$ cat src/rtl/qspi_flash_op_seq.sv
// Flash erase sequencer: issues WREN, the selected erase instruction, then polls RDSR
// until WIP clears or the poll budget runs out. Owns the command channel for the whole
// operation and reports done/err/last status byte back to the CSR block.
module qspi_flash_op_seq #(
    parameter int unsigned POLL_GAP   = 64,
    parameter int unsigned MAX_POLLS  = 16'hFFFF,
    parameter logic [7:0]  INST_WREN  = 8'h06,
    parameter logic [7:0]  INST_RDSR  = 8'h05,
    parameter logic [7:0]  INST_SER   = 8'h20,
    parameter logic [7:0]  INST_BER32 = 8'h52,
    parameter logic [7:0]  INST_BER64 = 8'hD8,
    parameter logic [7:0]  INST_CER   = 8'hC7
) (
    input  logic        clock,
    input  logic        rst_n,

    // CSR side
    input  logic        io_op_start,
    input  logic [1:0]  io_op_type,
    input  logic [23:0] io_op_addr,
    output logic        io_op_busy,
    output logic        io_op_done,
    output logic        io_op_err,
    output logic [7:0]  io_op_status,

    // Command channel to the QSPI controller
    output logic        io_seq_req_valid,
    input  logic        io_seq_req_ready,
    output logic [7:0]  io_seq_req_inst,
    output logic [23:0] io_seq_req_addr,
    output logic [7:0]  io_seq_req_data_size,
    output logic [7:0]  io_seq_req_data_burstlen,
    input  logic        io_seq_rsp_valid,
    input  logic [7:0]  io_seq_rsp_data
);

    localparam int unsigned      GapW      = (POLL_GAP > 1) ? $clog2(POLL_GAP) : 1;
    localparam logic [GapW-1:0]  GapLast   = GapW'(POLL_GAP - 1);
    localparam logic [15:0]      PollLimit = 16'(MAX_POLLS);

    localparam logic [1:0] OpSer   = 2'd0;
    localparam logic [1:0] OpBer32 = 2'd1;
    localparam logic [1:0] OpBer64 = 2'd2;
    localparam logic [1:0] OpCer   = 2'd3;

    typedef enum logic [3:0] {
        StIdle,
        StWrenReq,
        StWrenWait,
        StErsReq,
        StErsWait,
        StGap,
        StRdsrReq,
        StRdsrWait,
        StDone
    } state_e;

    state_e            state_q, state_d;
    logic [1:0]        type_q, type_d;
    logic [23:0]       addr_q, addr_d;
    logic              err_q, err_d;
    logic [7:0]        status_q, status_d;
    logic [15:0]       poll_cnt_q, poll_cnt_d;
    logic [GapW-1:0]   gap_cnt_q, gap_cnt_d;
    logic [15:0]       poll_inc;

    // Saturating increment: the timeout check fires long before this could wrap.
    assign poll_inc = (poll_cnt_q == 16'hFFFF) ? poll_cnt_q : poll_cnt_q + 16'd1;

    // State register.
    always_ff @(posedge clock or negedge rst_n) begin
        if (!rst_n) begin
            state_q <= StIdle;
        end else begin
            state_q <= state_d;
        end
    end

    // Operation context, poll/gap counters and software-visible status.
    always_ff @(posedge clock or negedge rst_n) begin
        if (!rst_n) begin
            type_q     <= OpSer;
            addr_q     <= 24'h0;
            err_q      <= 1'b0;
            status_q   <= 8'h00;
            poll_cnt_q <= 16'h0;
            gap_cnt_q  <= '0;
        end else begin
            type_q     <= type_d;
            addr_q     <= addr_d;
            err_q      <= err_d;
            status_q   <= status_d;
            poll_cnt_q <= poll_cnt_d;
            gap_cnt_q  <= gap_cnt_d;
        end
    end

    // Next-state and datapath update; responses outside the WAIT states fall through.
    always_comb begin
        state_d    = state_q;
        type_d     = type_q;
        addr_d     = addr_q;
        err_d      = err_q;
        status_d   = status_q;
        poll_cnt_d = poll_cnt_q;
        gap_cnt_d  = gap_cnt_q;

        unique case (state_q)
            StIdle: begin
                if (io_op_start) begin
                    state_d    = StWrenReq;
                    type_d     = io_op_type;
                    addr_d     = io_op_addr;
                    err_d      = 1'b0;
                    poll_cnt_d = 16'h0;
                end
            end
            // valid is decoded high in every REQ state, so ready alone completes it
            StWrenReq: begin
                if (io_seq_req_ready) begin
                    state_d = StWrenWait;
                end
            end
            StWrenWait: begin
                if (io_seq_rsp_valid) begin
                    state_d = StErsReq;
                end
            end
            StErsReq: begin
                if (io_seq_req_ready) begin
                    state_d = StErsWait;
                end
            end
            StErsWait: begin
                if (io_seq_rsp_valid) begin
                    state_d   = StGap;
                    gap_cnt_d = '0;
                end
            end
            StGap: begin
                if (gap_cnt_q == GapLast) begin
                    state_d = StRdsrReq;
                end else begin
                    gap_cnt_d = gap_cnt_q + 1'b1;
                end
            end
            StRdsrReq: begin
                if (io_seq_req_ready) begin
                    state_d = StRdsrWait;
                end
            end
            StRdsrWait: begin
                if (io_seq_rsp_valid) begin
                    status_d   = io_seq_rsp_data;
                    poll_cnt_d = poll_inc;
                    if (!io_seq_rsp_data[0]) begin
                        state_d = StDone;
                    end else if (poll_inc >= PollLimit) begin
                        state_d = StDone;
                        err_d   = 1'b1;
                    end else begin
                        state_d   = StGap;
                        gap_cnt_d = '0;
                    end
                end
            end
            StDone: begin
                state_d = StIdle;
            end
            default: begin
                state_d = StIdle;
            end
        endcase
    end

    // Outputs decoded from registered state only; payload is held constant per REQ state.
    always_comb begin
        io_seq_req_valid         = 1'b0;
        io_seq_req_inst          = 8'h00;
        io_seq_req_addr          = 24'h0;
        io_seq_req_data_size     = 8'h00;
        io_seq_req_data_burstlen = 8'h00;
        io_op_busy               = (state_q != StIdle);
        io_op_done               = (state_q == StDone);
        io_op_err                = err_q;
        io_op_status             = status_q;

        unique case (state_q)
            StWrenReq: begin
                io_seq_req_valid = 1'b1;
                io_seq_req_inst  = INST_WREN;
            end
            StErsReq: begin
                io_seq_req_valid = 1'b1;
                unique case (type_q)
                    OpSer: begin
                        io_seq_req_inst = INST_SER;
                        io_seq_req_addr = addr_q;
                    end
                    OpBer32: begin
                        io_seq_req_inst = INST_BER32;
                        io_seq_req_addr = addr_q;
                    end
                    OpBer64: begin
                        io_seq_req_inst = INST_BER64;
                        io_seq_req_addr = addr_q;
                    end
                    OpCer: begin
                        // chip erase carries no address
                        io_seq_req_inst = INST_CER;
                        io_seq_req_addr = 24'h0;
                    end
                endcase
            end
            StRdsrReq: begin
                io_seq_req_valid         = 1'b1;
                io_seq_req_inst          = INST_RDSR;
                io_seq_req_data_burstlen = 8'h01;
            end
            default: begin
            end
        endcase
    end

endmodule

$ cat config.mk
export PLATFORM = sky130hd
export DESIGN_NAME = qspi_flash_op_seq
export DESIGN_NICKNAME = d
export VERILOG_FILES = /design/src/rtl/qspi_flash_op_seq.sv
export SDC_FILE = /design/constraint.sdc
export NUM_CORES = 1
export LEC_CHECK = 0
export ABC_AREA = 1
export CORE_UTILIZATION = 44
export DETAILED_ROUTE_END_ITERATION = 7
export MAX_ROUTING_LAYER = met4
export PLACE_DENSITY_LB_ADDON = 0.05
export SETUP_SLACK_MARGIN = 0.5
export SLEW_MARGIN = 10
export SYNTH_ARGS = -nofsm -noshare
export SYNTH_HDL_FRONTEND = slang
export SYNTH_SLANG_ARGS = --single-unit
$ cat constraint.sdc
create_clock -name clock -period 2.34 [get_ports clock]
set_clock_uncertainty 0.15 [all_clocks]
set_input_delay 0.234 -clock clock [delete_from_list [all_inputs] [get_ports clock]]
set_output_delay 0.234 -clock clock [all_outputs]
set_load 0.02 [all_outputs]
==> qor.txt <==
TIMING
------------------------------------------------------------------------------------------
Final-report setup violation count                                                       0
FMAX                                                                               462 MHz
Final worst path period need                                                       2160 ps
Fin Setup TNS                                                                         0 ps
Number of max-slew violations in the final report                                        0
Tightest Pin Transition                                                             590 ps
Final Hold Violating Endpoints                                                           0
Setup repair after global routing missed its margin                                   true
Post-layout worst setup margin                                                      176 ps
Max_slew headroom                                                                    60.6%
Part of the cycle the worst path needs                                               92.5%

CRITICAL PATH
------------------------------------------------------------------------------------------
Worst-case reg-to-reg path depth                                                        13
Endpoint of the worst-slack reg-to-reg timing path                            gap_cnt_q[2]
FF-to-FF Start                                                                poll_cnt_q[0]
WS Path Type                                                                  register to primary output
Slack of the worst reg-to-reg path                                                  190 ps
Capturing instance or port of the critical path                               io_seq_req_addr[16]
Critical path data arrival time                                                    1780 ps
CP Max Fanout                                                                            7
Crit-path most repeated cell                                                        nor2_4
Required time of the critical path                                                 1960 ps
Delay contributed by the slowest stage of the critical path                         390 ps
Highest-delay cell along the critical path                                         dfrtp_1
Crit end category                                                             primary output
Critical path launch point type                                                   register
Crit path cell chain                                                          nor2_2 > inv_2 > nor2_4 > inv_6 > buf_4 > buf_8 > buf_12 > nor2_4 > buf_6
Timing startpoint of the critical path                                          state_q[3]

GLOBAL ROUTING
------------------------------------------------------------------------------------------
Overflow left after global routing                                                       0
Overall global routing resource usage                                                25.8%
Maximum number of pins on one net before global-route repair                            30
Number of antenna violations at the first check in global routing                        0
Number of global-route vias before repair                                             3615
Global-route wire length before repair                                            17000 um

CLOCK TREE
------------------------------------------------------------------------------------------
Clock insertion delay at the later pin of the skew report                           350 ps
Clock edge transition at the registers on the reported setup and hold paths          80 ps
CTS Root Cell                                                                     clkbuf_8
Clock tree from TritonCTS                                                            built
# clock sinks                                                                           61
Clock buffer count from CTS                                                              9
Number of H-tree levels                                                                  3
Number of buffers between clock root and the deepest sink                                2

SYNTHESIS
------------------------------------------------------------------------------------------
Post-Syn Area per Cell                                                           7.41 um^2
Post-Synthesis Cells                                                                   493
Sequential element share of the synthesized area                                     41.8%
Post-synthesis instance area                                                     3650 um^2
Cell taking the most area after synthesis                                          dfrtp_1
Synth top area share                                                                 41.8%
Most area-consuming cells after synthesis                                     dfrtp_1 42%, nand2_1 17%, nor2_1 6.2%, inv_1 4.3%, nand3_1 3.8%
Number of synthesized register bits                                                     61
Synth warn                                                                               0
Number of distinct library cells after synthesis                                        35

MIN PATH
------------------------------------------------------------------------------------------
Worst min-delay path category                                                 input pin to asynchronous set/reset pin

PLACEMENT
------------------------------------------------------------------------------------------
Placer Congestion                                                                    0.849
Number of input and output port buffers inserted                                        83
Place WS                                                                           83.8 ps
Final HPWL DP                                                                      6570 um

FINISH
------------------------------------------------------------------------------------------
Synthesis-to-finish area growth                                                      51.5%
Nets                                                                                   660
Fraction of final layout cells sized beyond drive strength 1                         31.7%
Antenna fix cells                                                                        0
Number of fill cells                                                                   597

DETAILED ROUTING
------------------------------------------------------------------------------------------
Vias/cell                                                                             5.00
Number of detailed-route iterations in the first pass                                    4
Detailed-route wire length                                                        10200 um
Remaining number of nets flagged by the antenna check after routing                      0
Via Count                                                                             3606
Average wire length per cell after detail routing                                  14.1 um
Initial drt markers                                                                    170
Remaining DRCs                                                                           0

FLOORPLAN
------------------------------------------------------------------------------------------
Die outline area                                                                 8670 um^2
CORE AREA                                                                        7890 um^2
Count of boundary I/O pins                                                              99
X dimension of the die                                                             93.1 um
Effective utilization at floorplan                                                   46.3%
Number of standard-cell rows in the floorplan                                           32
Die Span Y                                                                         93.1 um

FLOW RUN
------------------------------------------------------------------------------------------
Max cap viols                                                                            0

POWER AND IR DROP
------------------------------------------------------------------------------------------
Peak ir drop on the vdd network                                                 0.000713 V
Total leakage power                                                                2.58 nW
Power per cell area                                                           1080 nW/um^2

OUTCOME
------------------------------------------------------------------------------------------
Result of the run                                                                completed

## cells in the final DEF, fill, tap and decap left out, drive strengths merged, types with 7 or more instances in the layout
cell type	netlist	final
buf	19	77
clkbuf	13	13
clkdlybuf4s50	0	46
conb	1	15
dfrtp	61	61
ha	7	7
inv	43	43
mux2	7	7
nand2	182	183
nand3	32	32
nor2	66	66
o21ai	32	32
xor2	7	7
## cell families after synthesis
logic type | Yosys count | share of synthesized area, %
adders and majority gates | 7 | 2.40
buffers and inverters | 75 | 9.49
other | 1 | 0.103
and+or+nand+nor | 290 | 35.1
AOI/OAI and AO/OA | 44 | 7.06
xor gates and xnor gates | 8 | 1.92
muxes | 7 | 2.16
DFF | 61 | 41.8
## worst min-delay path by stage
stage,start,end,slack [ps],cells past startpoint
2_1_floorplan,rst_n,addr_q[0],-210,0
3_3_place_gp,rst_n,poll_cnt_q[11],120,1
3_5_place_dp,rst_n,poll_cnt_q[11],120,1
4_1_cts,io_op_addr[14],addr_q[14],260,3
5_1_grt,io_op_addr[22],addr_q[22],270,3
6_report,rst_n,poll_cnt_q[12],260,2
## cell usage after synthesis
cell type  number
o22ai_1         3
a2111oi_2       1
o21bai_1        1
a21oi_1         4
nor3b_1         1
buf_6           1
nand2_2        11
nor2_4          6
o21a_1          2
nor2_1         60
inv_2           1
xnor2_1         1
o21ai_0        25
xor2_1          7
or2_2           1
inv_1          42
nand2_4         1
buf_4          15
nor3_1          4
clkbuf_1       13
nand3_1        28
nand4_1         3
a31oi_1         1
nand2_1       169
o21ai_1         3
o21ai_2         4
nand3_2         4
dfrtp_1        61
nand4_4         1
buf_2           1
conb_1          1
ha_1            7
mux2_2          7
buf_1           2
nand2_8         1
## what timing repair did
item                       CTS  global route
setup buffers               23             3
pin swaps                   11            13
setup endpoints to repair   54            66
hold endpoints to repair    24             0
gates cloned                 4             0
gates resized for setup    278            39
hold buffers                 1             0
## flip-flops by register name, summed over array words and instances (netlist names)
| name | cells |
|---|---|
| io_op_status | 8 |
| io_op_err | 1 |
| poll_cnt_q | 16 |
| gap_cnt_q | 6 |
| addr_q | 24 |
| state_q | 4 |
| type_q | 2 |
## metrics by stage
step,instances,utilization [%],power (mW),cell area (um^2),hold WS (ps)
after global placement,674,58.6,3.95,4620,117
final,721,70.2,5.96,5530,264
after CTS,718,68.6,5.79,5410,257
after floorplan,507,-,3.09,3720,-212
after global routing,721,70.2,6.35,5530,273
after detailed placement,674,58.6,4.00,4620,119
## where the power goes
part | internal, mW | switching, mW | leakage, nW | total (mW)
clock | 0.626 | 0.445 | 0.112 | 1.07
sequential | 1.43 | 0.268 | 0.793 | 1.69
combinational | 1.40 | 1.80 | 1.67 | 3.20
## metal layers
metal / vias to the layer above / track usage [%] / part of all wire [%]
met5: - / - / 0
met4: 0 / 10.6 / 2.1
met3: 20 / 4.96 / 5.0
met2: 116 / 42.1 / 49
met1: 1717 / 31.5 / 43
li1: 1753 / - / -
## final cells by class
type	instances	area (um^2)	share of cell area [%]
Clock inverter	6	86.3	1.56
Tap cell	102	128	2.31
Clock buffer	10	138	2.49
Sequential cell	61	1530	27.6
Inverter	43	179	3.23
Timing Repair Buffer	127	1310	23.6
Multi-Input combinational cell	372	2170	39.2
## critical path: cells and delay by family (launching register included)
family                 cells  cell delay [ps]
AND/OR/NAND/NOR            3              330
buffers and inverters      6              700
flip-flops                 1              390
No activity file was read; power rests on OpenSTA's default activity.
